**config.mk**
```make
export PLATFORM = sky130hd
export DESIGN_NAME = signed_mac_accumulator
export DESIGN_NICKNAME = d
export VERILOG_FILES = /design/src/rtl/signed_mac_accumulator.sv
export SDC_FILE = /design/constraint.sdc
export NUM_CORES = 1
export LEC_CHECK = 0
export BUFFER_PORTS_ARGS = -buffer_cell sky130_fd_sc_hd__buf_2
export CORE_MARGIN = 2
export CORE_UTILIZATION = 50
export CTS_CLUSTER_SIZE = 10
export DETAILED_ROUTE_END_ITERATION = 10
export GPL_TIMING_DRIVEN = 0
export HOLD_SLACK_MARGIN = 0.15
export PLACE_DENSITY = 0.71
export REMOVE_ABC_BUFFERS = 1
export SLEW_MARGIN = 20
export SYNTH_ARGS = -nofsm -noshare
export SYNTH_HDL_FRONTEND = slang
export SYNTH_SLANG_ARGS = --single-unit
```
**constraint.sdc**
```tcl
create_clock -name clk -period 5 [get_ports clk]
set_input_delay 0.75 -clock clk [delete_from_list [all_inputs] [get_ports clk]]
set_output_delay 0.75 -clock clk [all_outputs]
set_load 0.02 [all_outputs]
```
**src/rtl/signed_mac_accumulator.sv**
```systemverilog
// Signed multiply-accumulate: one saturated dot product per vector.
// Two-stage datapath (product register, then accumulate) with an
// ACCUM / DRAIN / HOLD handshake controller.
// Optional build macro SIGNED_MAC_RELU_EN: negative results are zeroed in out_data.
//
// state | meaning
// ACCUM | accepting operand pairs, one per cycle
// DRAIN | last product still in S1; fold it and capture the result
// HOLD  | result presented, waiting for out_ready
module signed_mac_accumulator #(
  parameter int DATA_W  = 8,
  parameter int PROD_W  = 16,
  parameter int ACC_W   = 24,
  parameter int OUT_W   = 16,
  parameter int MAX_LEN = 1024,
  parameter int CNT_W   = 11
) (
  input  logic              clk,
  input  logic              rst_n,
  input  logic              in_valid,
  output logic              in_ready,
  input  logic [DATA_W-1:0] in_a,
  input  logic [DATA_W-1:0] in_b,
  input  logic              in_last,
  output logic              out_valid,
  input  logic              out_ready,
  output logic [OUT_W-1:0]  out_data,
  output logic              out_sat,
  output logic [CNT_W-1:0]  out_count,
  output logic              out_forced
);

  typedef enum logic [1:0] {ACCUM, DRAIN, HOLD} state_t;

  state_t state, state_nxt;

  logic                     accept;
  logic                     force_last;
  logic                     out_take;
  logic signed [PROD_W-1:0] prod;

  logic                     s1_valid;
  logic                     s1_forced;
  logic signed [PROD_W-1:0] s1_prod;

  logic signed [ACC_W-1:0]  acc;
  logic                     acc_sat;
  logic [CNT_W-1:0]         cnt;

  logic [ACC_W:0]           acc_sum;
  logic [ACC_W-1:0]         acc_fold;
  logic                     acc_fold_sat;
  logic [OUT_W-1:0]         narrow;
  logic                     narrow_sat;

  assign accept     = in_valid && in_ready;
  assign force_last = (cnt == CNT_W'(MAX_LEN - 1));
  assign out_take   = (state == HOLD) && out_ready;
  assign prod       = $signed(in_a) * $signed(in_b);

  // State register
  always_ff @(posedge clk or negedge rst_n) begin
    if (!rst_n) state <= ACCUM;
    else        state <= state_nxt;
  end

  // Next-state and handshake outputs
  always_comb begin
    state_nxt = state;
    in_ready  = 1'b0;
    out_valid = 1'b0;
    case (state)
      ACCUM: begin
        in_ready = 1'b1;
        if (accept && (in_last || force_last)) state_nxt = DRAIN;
      end
      DRAIN: state_nxt = HOLD;
      HOLD: begin
        out_valid = 1'b1;
        if (out_ready) state_nxt = ACCUM;
      end
      default: state_nxt = ACCUM;
    endcase
  end

  // Accumulate at ACC_W+1 bits, clamp to ACC_W, then narrow to OUT_W
  always_comb begin
    acc_sum      = {acc[ACC_W-1], acc} +
                   {{(ACC_W+1-PROD_W){s1_prod[PROD_W-1]}}, s1_prod};
    acc_fold     = acc;
    acc_fold_sat = 1'b0;
    if (s1_valid) begin
      if (acc_sum[ACC_W] != acc_sum[ACC_W-1]) begin
        acc_fold_sat = 1'b1;
        acc_fold     = acc_sum[ACC_W] ? {1'b1, {(ACC_W-1){1'b0}}}
                                      : {1'b0, {(ACC_W-1){1'b1}}};
      end else begin
        acc_fold = acc_sum[ACC_W-1:0];
      end
    end
    narrow_sat = !((&acc_fold[ACC_W-1:OUT_W-1]) || !(|acc_fold[ACC_W-1:OUT_W-1]));
    if (narrow_sat)
      narrow = acc_fold[ACC_W-1] ? {1'b1, {(OUT_W-1){1'b0}}}
                                 : {1'b0, {(OUT_W-1){1'b1}}};
    else
      narrow = acc_fold[OUT_W-1:0];
`ifdef SIGNED_MAC_RELU_EN
    if (narrow[OUT_W-1]) narrow = '0;
`endif
  end

  // S1: product register
  always_ff @(posedge clk or negedge rst_n) begin
    if (!rst_n) begin
      s1_valid  <= 1'b0;
      s1_forced <= 1'b0;
      s1_prod   <= '0;
    end else begin
      s1_valid <= accept;
      if (accept) begin
        s1_prod   <= prod;
        s1_forced <= force_last;
      end
    end
  end

  // S2: accumulator, sticky saturation and term counter
  always_ff @(posedge clk or negedge rst_n) begin
    if (!rst_n) begin
      acc     <= '0;
      acc_sat <= 1'b0;
      cnt     <= '0;
    end else if (out_take) begin
      acc     <= '0;
      acc_sat <= 1'b0;
      cnt     <= '0;
    end else begin
      acc     <= acc_fold;
      acc_sat <= acc_sat | acc_fold_sat;
      if (accept) cnt <= cnt + 1'b1;
    end
  end

  // Result capture on the DRAIN edge, held stable through HOLD
  always_ff @(posedge clk or negedge rst_n) begin
    if (!rst_n) begin
      out_data   <= '0;
      out_sat    <= 1'b0;
      out_count  <= '0;
      out_forced <= 1'b0;
    end else if (state == DRAIN) begin
      out_data   <= narrow;
      out_sat    <= acc_sat | acc_fold_sat | narrow_sat;
      out_count  <= cnt;
      out_forced <= s1_forced;
    end
  end

endmodule

```
==> impl_metrics.prom, run 1 <==
# TYPE chip_impl_metric gauge
chip_impl_metric{name="synth-seq-cells",unit=""} 85
chip_impl_metric{name="report.final.slew_viol_count",unit=""} 0
chip_impl_metric{name="distinct_cell_type_count_after_synthesis",unit=""} 77
chip_impl_metric{name="fp.dieW",unit="um"} 129
chip_impl_metric{name="synth_xor_area_share",unit="%"} 3.61
chip_impl_metric{name="finalCritPeriodShare",unit="%"} 96.9
chip_impl_info{name="path_class",value="reg -> reg"} 1
chip_impl_metric{name="grt_first_pass_wirelength",unit="um"} 29800
chip_impl_info{name="holdCritPathClass",value="in -> async"} 1
chip_impl_metric{name="synth-adder-area-share",unit="%"} 23.5
chip_impl_metric{name="areaGrowthSynthToFinish",unit="%"} 10.5
chip_impl_metric{name="antennaDiodeCount",unit=""} 0
chip_impl_metric{name="route.layer.met1.wl",unit="um"} 8320
chip_impl_info{name="maxUsedRoutingLayer",value="met4"} 1
chip_impl_metric{name="mappedNetlistArea",unit="sq mm"} 0.00776
chip_impl_metric{name="postSynth.asyncResetShare",unit="%"} 100
chip_impl_metric{name="cts.htree.levels",unit=""} 3
chip_impl_metric{name="fin_setup_tns",unit="ps"} 0
chip_impl_info{name="grt_setup_unrepaired",value="no"} 1
chip_impl_metric{name="hold_viol",unit=""} 0
chip_impl_metric{name="cp_slowest_stage_delay",unit="ps"} 530
chip_impl_metric{name="wl_per_cell",unit="um"} 16.0
chip_impl_metric{name="io-pin-count",unit=""} 52
chip_impl_metric{name="dp.cells",unit=""} 1067
chip_impl_metric{name="period_minus_slack",unit="ps"} 4840
chip_impl_metric{name="drt_drc_violations_left",unit=""} 0
chip_impl_metric{name="routed_wl",unit="um"} 17500
chip_impl_info{name="root_buffer",value="sky130_fd_sc_hd__clkbuf_16"} 1
chip_impl_metric{name="synth-edff-count",unit=""} 0
chip_impl_metric{name="dr_total_vias",unit=""} 6170
chip_impl_metric{name="synth_compound_gate_area_share",unit="%"} 17.3
chip_impl_metric{name="initial_utilization",unit="%"} 51.0
chip_impl_metric{name="grt_overflow_total",unit=""} 0
chip_impl_metric{name="place_congestion",unit=""} 0.918
chip_impl_metric{name="core_area",unit="sq mm"} 0.0152
chip_impl_metric{name="total_clock_buffers_created_by_cts",unit=""} 9
chip_impl_metric{name="tightest_slew",unit="ps"} 864
chip_impl_metric{name="syn_area_per_cell",unit="sq um"} 9.08
chip_impl_metric{name="detailed_place_hpwl",unit="um"} 12900
chip_impl_metric{name="final-setup-viol-count",unit=""} 0
chip_impl_metric{name="slew-limit-headroom",unit="%"} 41.8
chip_impl_info{name="status",value="complete, no violations"} 1
chip_impl_info{name="worst_setup_path_end_kind",value="flop"} 1
chip_impl_info{name="timing.critical_path.mode_cell",value="sky130_fd_sc_hd__o21ai_0"} 1
chip_impl_metric{name="area_of_the_die",unit="sq mm"} 0.0165
chip_impl_info{name="worstPathCellList",value="ha_1 -> a21oi_1 -> o21ai_0 -> a221oi_4 -> a31oi_1 -> o21ai_0 -> nand2b_1 -> xor2_1 -> ha_4 -> or4_1 -> nand3_1 -> or4b_4 -> o31ai_4 -> a21oi_4 -> buf_12 -> o32ai_2"} 1
chip_impl_metric{name="detail_route.iter0.violations",unit=""} 445
chip_impl_info{name="combinational_family_with_the_most_area_after_synthesis",value="adder cells"} 1
chip_impl_metric{name="clock_latency_at_the_later_pin_of_the_worst_skew_pair",unit="ps"} 350
chip_impl_metric{name="postSynthCellCount",unit=""} 854
chip_impl_metric{name="clock.fmax",unit="MHz"} 206
chip_impl_metric{name="dr_wl_met2",unit="um"} 8080
chip_impl_metric{name="grt_antenna_before_repair",unit=""} 0
chip_impl_metric{name="seq_area_frac_synth",unit="%"} 27.4
chip_impl_metric{name="io_buffer_count",unit=""} 51
chip_impl_metric{name="yosys.area_share.simple",unit="%"} 20.5
chip_impl_info{name="cpMaxStageDelayCell",value="sky130_fd_sc_hd__or4_1"} 1
chip_impl_metric{name="synth.area.mux_share",unit="%"} 0.565
chip_impl_metric{name="clock-skew-final",unit="ps"} 5.22
chip_impl_metric{name="postLayoutCoreUtil",unit="%"} 56.4
chip_impl_metric{name="drt_pre_antenna_iters",unit=""} 5
chip_impl_metric{name="grtUsageTotal",unit="%"} 22.4
chip_impl_metric{name="post_detailed_route_via_to_cell_ratio",unit=""} 5.65
chip_impl_metric{name="max_cap_viol_count",unit=""} 0
chip_impl_metric{name="cts_num_sinks",unit=""} 85
chip_impl_metric{name="worstPathMaxFanout",unit=""} 26
chip_impl_metric{name="route.antenna.remaining_nets",unit=""} 0
chip_impl_metric{name="cts_max_path_buffers",unit=""} 2
chip_impl_metric{name="worstPathBufferInverterCount",unit=""} 1
chip_impl_info{name="tritoncts",value="done"} 1
chip_impl_metric{name="die_h",unit="um"} 129
chip_impl_metric{name="synth-warning-count",unit=""} 0
chip_impl_info{name="synth-main-ff-cell",value="sky130_fd_sc_hd__dfrtp_1"} 1
chip_impl_metric{name="vias_in_the_first_global_route",unit=""} 6059
chip_impl_metric{name="placement_rows",unit=""} 45
chip_impl_metric{name="worst_path_arrival_time",unit="ps"} 5100
chip_impl_metric{name="drive_gt1_share",unit="%"} 15.0
chip_impl_metric{name="cts.reportedPaths.clkPinSlew",unit="ps"} 60
chip_impl_info{name="cell_type_group_with_the_largest_total_delay_on_the_critical_path",value="compound AO/OA/AOI/OAI gates"} 1
chip_impl_metric{name="wl_met3",unit="um"} 840
chip_impl_metric{name="grt_max_degree",unit=""} 57
chip_impl_info{name="timing.critical_path.from_type",value="flop"} 1
chip_impl_metric{name="critPathRequiredTime",unit="ps"} 5250
chip_impl_metric{name="instances_no_fill",unit=""} 1093
chip_impl_metric{name="holdBufCountCts",unit=""} 0
chip_impl_metric{name="fin_nets",unit=""} 1033
[worst paths after layout]
check / start / to / slack, ps / cells after the start
max in group asynchronous: rst_n / s1_prod[15] / 4040 / 2
min in group clk: out_count[4] / out_count[4] / 470 / 2
max: acc[12] / out_data[10] / 160 / 16
min: rst_n / acc[22] / 340 / 1
max reg2reg: acc[12] / out_data[10] / 160 / 16
min reg2reg: out_count[4] / out_count[4] / 470 / 2
[cells in the mapped netlist (all sizes together) (3+ instances only)]
library cell / n / area [sq um]
nand4: 7 / 50.1
o21a: 5 / 37.5
buf: 8 / 57.6
nor3b: 4 / 41.3
a21oi: 38 / 201
o21ai: 33 / 173
nand2: 109 / 412
nor2b: 15 / 93.8
and2: 47 / 294
o31ai: 5 / 51.3
a311o: 7 / 77.6
a21o: 14 / 105
nand2b: 5 / 31.3
nor2: 70 / 263
a211oi: 6 / 55.1
xor2: 17 / 149
nor4: 3 / 25.0
nor3: 9 / 45.0
and3: 11 / 70.1
or2: 8 / 50.1
o211a: 3 / 30.0
dfrtp: 85 / 2130
inv: 94 / 353
a31oi: 4 / 31.3
o32ai: 17 / 179
clkbuf: 20 / 145
mux2: 3 / 33.8
a21boi: 3 / 22.5
ha: 56 / 701
fa: 56 / 1120
o22ai: 9 / 56.3
o211ai: 7 / 52.6
a311oi: 7 / 61.3
or3: 9 / 56.3
nand3: 15 / 75.1
xnor2: 15 / 131
[per-stage QoR]
step                area [sq um]  setup WS [ps]  hold slack (ps)
global placement            8050          -1220              458
detailed placement          8120          -1200              457
floorplan                   7550            297              439
CTS                         8490           27.8              344
global route                8570           6.46              374
finish                      8570            157              336
[sequential cells by signal (all words and copies together), names as in the netlist, 2 cells and up]
| signal | cells |
|---|---|
| out_data | 16 |
| cnt | 11 |
| out_count | 11 |
| s1_prod | 16 |
| state | 2 |
| acc | 24 |
[repair_timing]
action	CTS	global route
pin swaps	2	2
buffers inserted	3	7
endpoints found under the hold margin	0	0
cloned	0	0
resized for setup	6	14
setup endpoints to repair	17	19
[cell type report]
type,instances,area [sq um]
Clock buffer,11,243
Clock inverter,5,42.5
Fill cell,1391,6630
Inverter,94,357
Multi-Input combinational cell,647,5150
Sequential cell,85,2130
Tap cell,188,235
Timing Repair Buffer,63,413
[routing by layer]
metal / vias to the layer above / global-route usage, %
li1: 3021 / -
met1: 2980 / 32.5
met2: 150 / 36.2
met3: 19 / 3.49
met4: 0 / 4.35
met5: - / 0
[cell usage in the layout (no fill, tap or decap), types with 5 or more instances in the layout]
cell type,n
sky130_fd_sc_hd__fa_1,56
sky130_fd_sc_hd__a311oi_1,7
sky130_fd_sc_hd__ha_1,54
sky130_fd_sc_hd__a311o_2,6
sky130_fd_sc_hd__nand4_1,6
sky130_fd_sc_hd__inv_1,92
sky130_fd_sc_hd__o211ai_1,7
sky130_fd_sc_hd__xor2_1,17
sky130_fd_sc_hd__nand2b_1,5
sky130_fd_sc_hd__nand2_1,108
sky130_fd_sc_hd__or2_2,8
sky130_fd_sc_hd__and3_1,10
sky130_fd_sc_hd__nor3_1,9
sky130_fd_sc_hd__o32ai_1,13
sky130_fd_sc_hd__or3_1,9
sky130_fd_sc_hd__clkbuf_16,9
sky130_fd_sc_hd__a21oi_1,35
sky130_fd_sc_hd__o21ai_0,27
sky130_fd_sc_hd__dfrtp_1,83
sky130_fd_sc_hd__and2_1,45
sky130_fd_sc_hd__xnor2_1,15
sky130_fd_sc_hd__buf_4,9
sky130_fd_sc_hd__nor2_1,69
sky130_fd_sc_hd__o22ai_1,8
sky130_fd_sc_hd__nor2b_1,14
sky130_fd_sc_hd__nand3_1,15
sky130_fd_sc_hd__buf_2,50
sky130_fd_sc_hd__a21o_1,14
[cell families (layout without fill, tap and decap cells)]
| family | after synthesis | after routing |
|---|---|---|
| simple gates | 319 | 319 |
| fa+ha+maj | 112 | 112 |
| flops | 85 | 85 |
| xor+xnor | 32 | 32 |
| compound gates | 180 | 180 |
| buf+inv | 122 | 173 |
| mux | 4 | 4 |
[worst reg2reg max path: stages (launching register included)]
cell                       delay [ps]
sky130_fd_sc_hd__dfrtp_1          420
sky130_fd_sc_hd__ha_1             410
sky130_fd_sc_hd__a21oi_1          280
sky130_fd_sc_hd__o21ai_0          220
sky130_fd_sc_hd__a221oi_4         430
sky130_fd_sc_hd__a31oi_1          150
sky130_fd_sc_hd__o21ai_0          180
sky130_fd_sc_hd__nand2b_1          90
sky130_fd_sc_hd__xor2_1           260
sky130_fd_sc_hd__ha_4             340
sky130_fd_sc_hd__or4_1            530
sky130_fd_sc_hd__nand3_1          160
sky130_fd_sc_hd__or4b_4           490
sky130_fd_sc_hd__o31ai_4          250
sky130_fd_sc_hd__a21oi_4          100
sky130_fd_sc_hd__buf_12           190
sky130_fd_sc_hd__o32ai_2          240
Power of run 1 is not shown: default switching activity piles up to over one toggle a cycle in this logic, so the estimate is an artifact.
==> run 2, diff against run 1 <==
==> constraint.sdc (replaced) <==
create_clock -name clk -period 5.1 [get_ports clk]
set_input_delay 0.765 -clock clk [delete_from_list [all_inputs] [get_ports clk]]
set_output_delay 0.765 -clock clk [all_outputs]
set_load 0.02 [all_outputs]
==> impl_metrics.prom, run 2 (synthesized netlist as in run 1, its figures left out) <==
# TYPE chip_impl_metric gauge
chip_impl_info{name="status",value="complete, no violations"} 1
chip_impl_info{name="worstPathCellList",value="ha_1 -> a21oi_1 -> o21ai_0 -> a221oi_4 -> a31oi_1 -> o21ai_0 -> nand2b_1 -> xor2_1 -> ha_4 -> or4_1 -> nand3_1 -> or4b_4 -> o31ai_4 -> a21oi_4 -> buf_12 -> o32ai_2"} 1
chip_impl_metric{name="fin_nets",unit=""} 1030
chip_impl_info{name="top_library_cells_by_usage_in_the_layout_fill_and_taps_aside",value="108 x sky130_fd_sc_hd__nand2_1, 93 x sky130_fd_sc_hd__inv_1, 83 x sky130_fd_sc_hd__dfrtp_1, 69 x sky130_fd_sc_hd__nor2_1, 56 x sky130_fd_sc_hd__fa_1"} 1
chip_impl_metric{name="slew-limit-headroom",unit="%"} 42.9
chip_impl_metric{name="wl_per_cell",unit="um"} 15.9
chip_impl_metric{name="final.hold.worst_slack",unit="ps"} 354
chip_impl_metric{name="clock_latency_at_the_later_pin_of_the_worst_skew_pair",unit="ps"} 350
chip_impl_metric{name="die_h",unit="um"} 129
chip_impl_info{name="holdCritPathClass",value="in -> async"} 1
chip_impl_metric{name="initial_utilization",unit="%"} 51.0
chip_impl_metric{name="dr_total_vias",unit=""} 6166
chip_impl_metric{name="largest_reg_flops",unit=""} 24
chip_impl_info{name="worst_setup_path_end_kind",value="flop"} 1
chip_impl_info{name="registers.top_by_ff_count",value="acc"} 1
chip_impl_metric{name="critPathRequiredTime",unit="ps"} 5350
chip_impl_metric{name="detail_route.iter0.violations",unit=""} 433
chip_impl_info{name="cell_type_group_with_the_largest_total_delay_on_the_critical_path",value="compound AO/OA/AOI/OAI gates"} 1
chip_impl_metric{name="report.final.slew_viol_count",unit=""} 0
chip_impl_info{name="reg2reg_to",value="out_data[10]"} 1
chip_impl_metric{name="fp.dieW",unit="um"} 129
chip_impl_info{name="tritoncts",value="done"} 1
chip_impl_metric{name="area_of_the_die",unit="sq mm"} 0.0165
chip_impl_metric{name="place_congestion",unit=""} 0.918
chip_impl_metric{name="final-setup-viol-count",unit=""} 0
chip_impl_metric{name="vias_in_the_first_global_route",unit=""} 6066
chip_impl_info{name="mostFrequentLayoutCell",value="sky130_fd_sc_hd__nand2_1"} 1
chip_impl_metric{name="route.antenna.remaining_nets",unit=""} 0
chip_impl_metric{name="drt_drc_violations_left",unit=""} 0
chip_impl_metric{name="post-place-ws",unit="ps"} -1100
chip_impl_info{name="timing.critical_path.from_type",value="flop"} 1
chip_impl_metric{name="post_detailed_route_via_to_cell_ratio",unit=""} 5.66
chip_impl_metric{name="io_buffer_count",unit=""} 51
chip_impl_metric{name="drive_gt1_share",unit="%"} 14.2
chip_impl_metric{name="reg2reg_setup_slack",unit="ps"} 200
chip_impl_metric{name="cts_max_path_buffers",unit=""} 2
chip_impl_metric{name="worst_path_arrival_time",unit="ps"} 5150
chip_impl_info{name="grt_setup_unrepaired",value="no"} 1
chip_impl_metric{name="detailed_place_hpwl",unit="um"} 12900
chip_impl_metric{name="finalCritPeriodShare",unit="%"} 96.1
chip_impl_metric{name="worstPathMaxFanout",unit=""} 26
chip_impl_metric{name="clock-skew-final",unit="ps"} 6.73
chip_impl_metric{name="grt_max_degree",unit=""} 57
chip_impl_metric{name="holdBufCountCts",unit=""} 0
chip_impl_metric{name="hold_viol",unit=""} 0
chip_impl_metric{name="tightest_slew",unit="ps"} 857
chip_impl_info{name="timing.critical_path.mode_cell",value="sky130_fd_sc_hd__o21ai_0"} 1
chip_impl_metric{name="cts.htree.levels",unit=""} 3
chip_impl_metric{name="worstPathBufferInverterCount",unit=""} 1
chip_impl_metric{name="total_clock_buffers_created_by_cts",unit=""} 9
chip_impl_info{name="r2r_start",value="acc[12]"} 1
chip_impl_metric{name="grt_overflow_total",unit=""} 0
chip_impl_info{name="cpMaxStageDelayCell",value="sky130_fd_sc_hd__or4_1"} 1
chip_impl_metric{name="antennaDiodeCount",unit=""} 0
chip_impl_metric{name="placement_rows",unit=""} 45
chip_impl_metric{name="r2r_cells",unit=""} 16
chip_impl_info{name="largest_registers",value="acc x24, out_data x16, s1_prod x16"} 1
chip_impl_metric{name="core_area",unit="sq mm"} 0.0152
chip_impl_metric{name="grt_first_pass_wirelength",unit="um"} 29800
chip_impl_metric{name="cp_slowest_stage_delay",unit="ps"} 530
chip_impl_info{name="path_class",value="reg -> reg"} 1
chip_impl_metric{name="routed_wl",unit="um"} 17400
chip_impl_metric{name="drt_pre_antenna_iters",unit=""} 5
chip_impl_metric{name="grtUsageTotal",unit="%"} 22.4
chip_impl_metric{name="max_cap_viol_count",unit=""} 0
chip_impl_metric{name="period_minus_slack",unit="ps"} 4900
chip_impl_metric{name="io-pin-count",unit=""} 52
chip_impl_info{name="root_buffer",value="sky130_fd_sc_hd__clkbuf_16"} 1
chip_impl_metric{name="clock.fmax",unit="MHz"} 204
chip_impl_metric{name="areaGrowthSynthToFinish",unit="%"} 10.0
chip_impl_metric{name="final.setup.worst_slack",unit="ps"} 200
chip_impl_metric{name="cts.reportedPaths.clkPinSlew",unit="ps"} 60
chip_impl_metric{name="grt_antenna_before_repair",unit=""} 0
chip_impl_metric{name="cts_num_sinks",unit=""} 85
-- run 2: cell types whose count changed in the layout (fill, tap and decap cells not counted), sizes merged --
| cell | delta |
|---|---|
| buf | -3 |
-- run 2: repair_timing --
action / CTS / global route
buffers inserted: 3 / 4
hold endpoints to repair: 0 / 0
endpoints found under the setup margin: 17 / 19
pin swaps: 2 / 0
cloned: 0 / 0
gates resized for setup: 4 / 10
-- run 2: worst max path at each step --
stage / from / to / depth (start not counted)
global placement: s1_prod[15] / out_data[2] / 17
CTS: s1_prod[15] / out_data[12] / 18
detailed placement: s1_prod[15] / out_data[2] / 17
global route: s1_prod[15] / out_data[12] / 18
finish: acc[12] / out_data[10] / 16
floorplan: in_a[3] / s1_prod[14] / 18
-- run 2: final cells by class --
type                       instances  area [sq um]
fill                            1391          6670
multi-input combinational        647          5140
sequential                        85          2130
timing repair buffer              60           390
inverter                          94           357
clock buffer                      11           243
tap                              188           235
clock inverter                     5          42.5
-- run 2: metal layers --
layer / track usage [%] / share of wire, % / vias up
li1: - / - / 3018
met1: 32.5 / 48 / 3009
met2: 36.2 / 46 / 124
met3: 3.49 / 4.1 / 15
met4: 4.41 / 1.1 / 0
met5: 0 / 0 / -
-- run 2: through the flow --
step	area, sq um	TNS [ps]	cells	utilization (%)
final	8540	0	1090	56.2
after global routing	8540	0	1090	56.2
after floorplan	7550	0	826	-
after global placement	8050	-16980	1065	52.9
after CTS	8470	0	1086	55.7
after detailed placement	8120	-16830	1067	53.4
Power of run 2 is left out for the same reason.
==> run 3, diff against run 2 <==
--- a/config.mk
+++ b/config.mk
@@ -6,6 +6,7 @@
 export NUM_CORES = 1
 export LEC_CHECK = 0
 export BUFFER_PORTS_ARGS = -buffer_cell sky130_fd_sc_hd__buf_2
+export CORE_ASPECT_RATIO = 0.7
 export CORE_MARGIN = 2
 export CORE_UTILIZATION = 50
 export CTS_CLUSTER_SIZE = 10
==> impl_metrics.prom, run 3 (synthesized netlist as in run 1, its figures left out) <==
# TYPE chip_impl_metric gauge
chip_impl_metric{name="place_congestion",unit=""} 0.915
chip_impl_metric{name="cts.reportedPaths.clkPinSlew",unit="ps"} 70
chip_impl_metric{name="max_cap_viol_count",unit=""} 0
chip_impl_metric{name="die_h",unit="um"} 108
chip_impl_metric{name="core_area",unit="sq mm"} 0.0153
chip_impl_metric{name="critPathRequiredTime",unit="ps"} 5350
chip_impl_metric{name="vias_in_the_first_global_route",unit=""} 6022
chip_impl_metric{name="finalCritPeriodShare",unit="%"} 96.5
chip_impl_metric{name="drt_pre_antenna_iters",unit=""} 5
chip_impl_metric{name="report.final.slew_viol_count",unit=""} 0
chip_impl_metric{name="detailed_place_hpwl",unit="um"} 13400
chip_impl_metric{name="tightest_slew",unit="ps"} 989
chip_impl_metric{name="worstPathMaxFanout",unit=""} 26
chip_impl_metric{name="cts_num_sinks",unit=""} 85
chip_impl_info{name="registers.top_by_ff_count",value="acc"} 1
chip_impl_info{name="largest_registers",value="acc x24, out_data x16, s1_prod x16"} 1
chip_impl_info{name="tritoncts",value="done"} 1
chip_impl_metric{name="period_minus_slack",unit="ps"} 4920
chip_impl_info{name="reg2reg_to",value="out_data[14]"} 1
chip_impl_metric{name="area_of_the_die",unit="sq mm"} 0.0165
chip_impl_metric{name="r2r_cells",unit=""} 16
chip_impl_metric{name="clock.fmax",unit="MHz"} 203
chip_impl_metric{name="areaGrowthSynthToFinish",unit="%"} 10.9
chip_impl_metric{name="largest_reg_flops",unit=""} 24
chip_impl_info{name="top_library_cells_by_usage_in_the_layout_fill_and_taps_aside",value="108 x sky130_fd_sc_hd__nand2_1, 93 x sky130_fd_sc_hd__inv_1, 83 x sky130_fd_sc_hd__dfrtp_1, 69 x sky130_fd_sc_hd__nor2_1, 56 x sky130_fd_sc_hd__fa_1"} 1
chip_impl_metric{name="cts.htree.levels",unit=""} 3
chip_impl_metric{name="wl_per_cell",unit="um"} 16.3
chip_impl_info{name="timing.critical_path.from_type",value="flop"} 1
chip_impl_metric{name="clock-skew-final",unit="ps"} 9.83
chip_impl_metric{name="clock_latency_at_the_later_pin_of_the_worst_skew_pair",unit="ps"} 340
chip_impl_metric{name="final.hold.worst_slack",unit="ps"} 346
chip_impl_metric{name="dr_total_vias",unit=""} 6198
chip_impl_info{name="worst_setup_path_end_kind",value="flop"} 1
chip_impl_metric{name="initial_utilization",unit="%"} 50.7
chip_impl_metric{name="grtUsageTotal",unit="%"} 22.8
chip_impl_metric{name="placement_rows",unit=""} 38
chip_impl_metric{name="grt_first_pass_wirelength",unit="um"} 30400
chip_impl_metric{name="fin_nets",unit=""} 1032
chip_impl_metric{name="hold_viol",unit=""} 0
chip_impl_metric{name="route.antenna.remaining_nets",unit=""} 0
chip_impl_metric{name="routed_wl",unit="um"} 18000
chip_impl_metric{name="detail_route.iter0.violations",unit=""} 471
chip_impl_metric{name="post_detailed_route_via_to_cell_ratio",unit=""} 5.61
chip_impl_metric{name="fp.dieW",unit="um"} 153
chip_impl_metric{name="slew-limit-headroom",unit="%"} 33.4
chip_impl_info{name="root_buffer",value="sky130_fd_sc_hd__clkbuf_16"} 1
chip_impl_metric{name="worst_path_arrival_time",unit="ps"} 5170
chip_impl_info{name="maxUsedRoutingLayer",value="met4"} 1
chip_impl_metric{name="dr_wl_met2",unit="um"} 7590
chip_impl_metric{name="grt_max_degree",unit=""} 58
chip_impl_info{name="r2r_start",value="s1_prod[15]"} 1
chip_impl_info{name="mostFrequentLayoutCell",value="sky130_fd_sc_hd__nand2_1"} 1
chip_impl_metric{name="reg2reg_setup_slack",unit="ps"} 180
chip_impl_metric{name="grt_overflow_total",unit=""} 0
chip_impl_metric{name="drt_drc_violations_left",unit=""} 0
chip_impl_metric{name="io_buffer_count",unit=""} 51
chip_impl_metric{name="total_clock_buffers_created_by_cts",unit=""} 9
chip_impl_info{name="timing.critical_path.from",value="s1_prod[15]"} 1
chip_impl_metric{name="antennaDiodeCount",unit=""} 0
chip_impl_info{name="path_class",value="reg -> reg"} 1
chip_impl_info{name="holdCritPathClass",value="in -> async"} 1
chip_impl_info{name="status",value="complete, no violations"} 1
chip_impl_metric{name="wl_met3",unit="um"} 1180
chip_impl_metric{name="grt_antenna_before_repair",unit=""} 0
chip_impl_metric{name="cts_max_path_buffers",unit=""} 2
chip_impl_metric{name="final-setup-viol-count",unit=""} 0
chip_impl_metric{name="io-pin-count",unit=""} 52
chip_impl_metric{name="drive_gt1_share",unit="%"} 14.8
chip_impl_metric{name="route.layer.met1.wl",unit="um"} 9100
## run 3: cell types whose count changed in the layout (fill, tap and decap cells not counted), moves of 2 or more
cell,change
sky130_fd_sc_hd__buf_4,+3
sky130_fd_sc_hd__clkinv_4,+3
sky130_fd_sc_hd__clkinvlp_4,-3
sky130_fd_sc_hd__buf_12,-2
## run 3: metal layers
layer  vias to the layer above  track usage, %
met5                         -               0
met4                         0            3.31
met3                        13            4.41
met2                       163            34.0
met1                      2995            35.1
li1                       3027               -
## run 3: layout make-up
cell class,instances,area (sq um)
fillers,1403,6700
multi-input cells,647,5150
flip-flops and latches,85,2130
repair buffers,62,400
inverters,94,357
well taps,200,250
clock buffers,10,239
clock inverters,6,78.8
## run 3: worst max path at each step
stage	endpoint	slack (ps)
6_report	out_data[14]	180
5_1_grt	out_data[11]	-10
4_1_cts	out_data[14]	6
3_5_place_dp	out_data[2]	-1130
3_3_place_gp	out_data[2]	-1110
2_1_floorplan	s1_prod[14]	380
## run 3: metrics by stage
stage | setup slack [ps] | setup TNS (ps) | cells | util (%) | instance area (sq um)
detailed placement | -1130 | -17360 | 1080 | 53.3 | 8160
finish | 180 | 0 | 1104 | 56.2 | 8610
global placement | -1110 | -16980 | 1077 | 52.6 | 8060
floorplan | 382 | 0 | 826 | - | 7550
CTS | 5.53 | 0 | 1102 | 55.9 | 8550
global route | -11.2 | -25.3 | 1104 | 56.2 | 8610
## run 3: critical path, stage by stage, from the launching register on
cell and delay [ps]:
sky130_fd_sc_hd__dfrtp_2 510, sky130_fd_sc_hd__ha_1 470, sky130_fd_sc_hd__a21oi_4 290, sky130_fd_sc_hd__nand2_1 140
sky130_fd_sc_hd__a221oi_4 350, sky130_fd_sc_hd__a31oi_1 160, sky130_fd_sc_hd__o21ai_0 180, sky130_fd_sc_hd__nand2b_1 90
sky130_fd_sc_hd__xor2_1 300, sky130_fd_sc_hd__ha_4 350, sky130_fd_sc_hd__or4_1 540, sky130_fd_sc_hd__nand3_1 160
sky130_fd_sc_hd__or4b_4 490, sky130_fd_sc_hd__o31ai_4 250, sky130_fd_sc_hd__a21oi_4 80, sky130_fd_sc_hd__buf_4 220
sky130_fd_sc_hd__o32ai_2 240
## run 3: repair_timing
item                                    CTS  global route
hold buffers                              0             0
resized for setup                         5            13
endpoints found under the setup margin   17            19
pin swaps                                 2             1
setup buffers                             6             2
Power of run 3 is left out for the same reason.
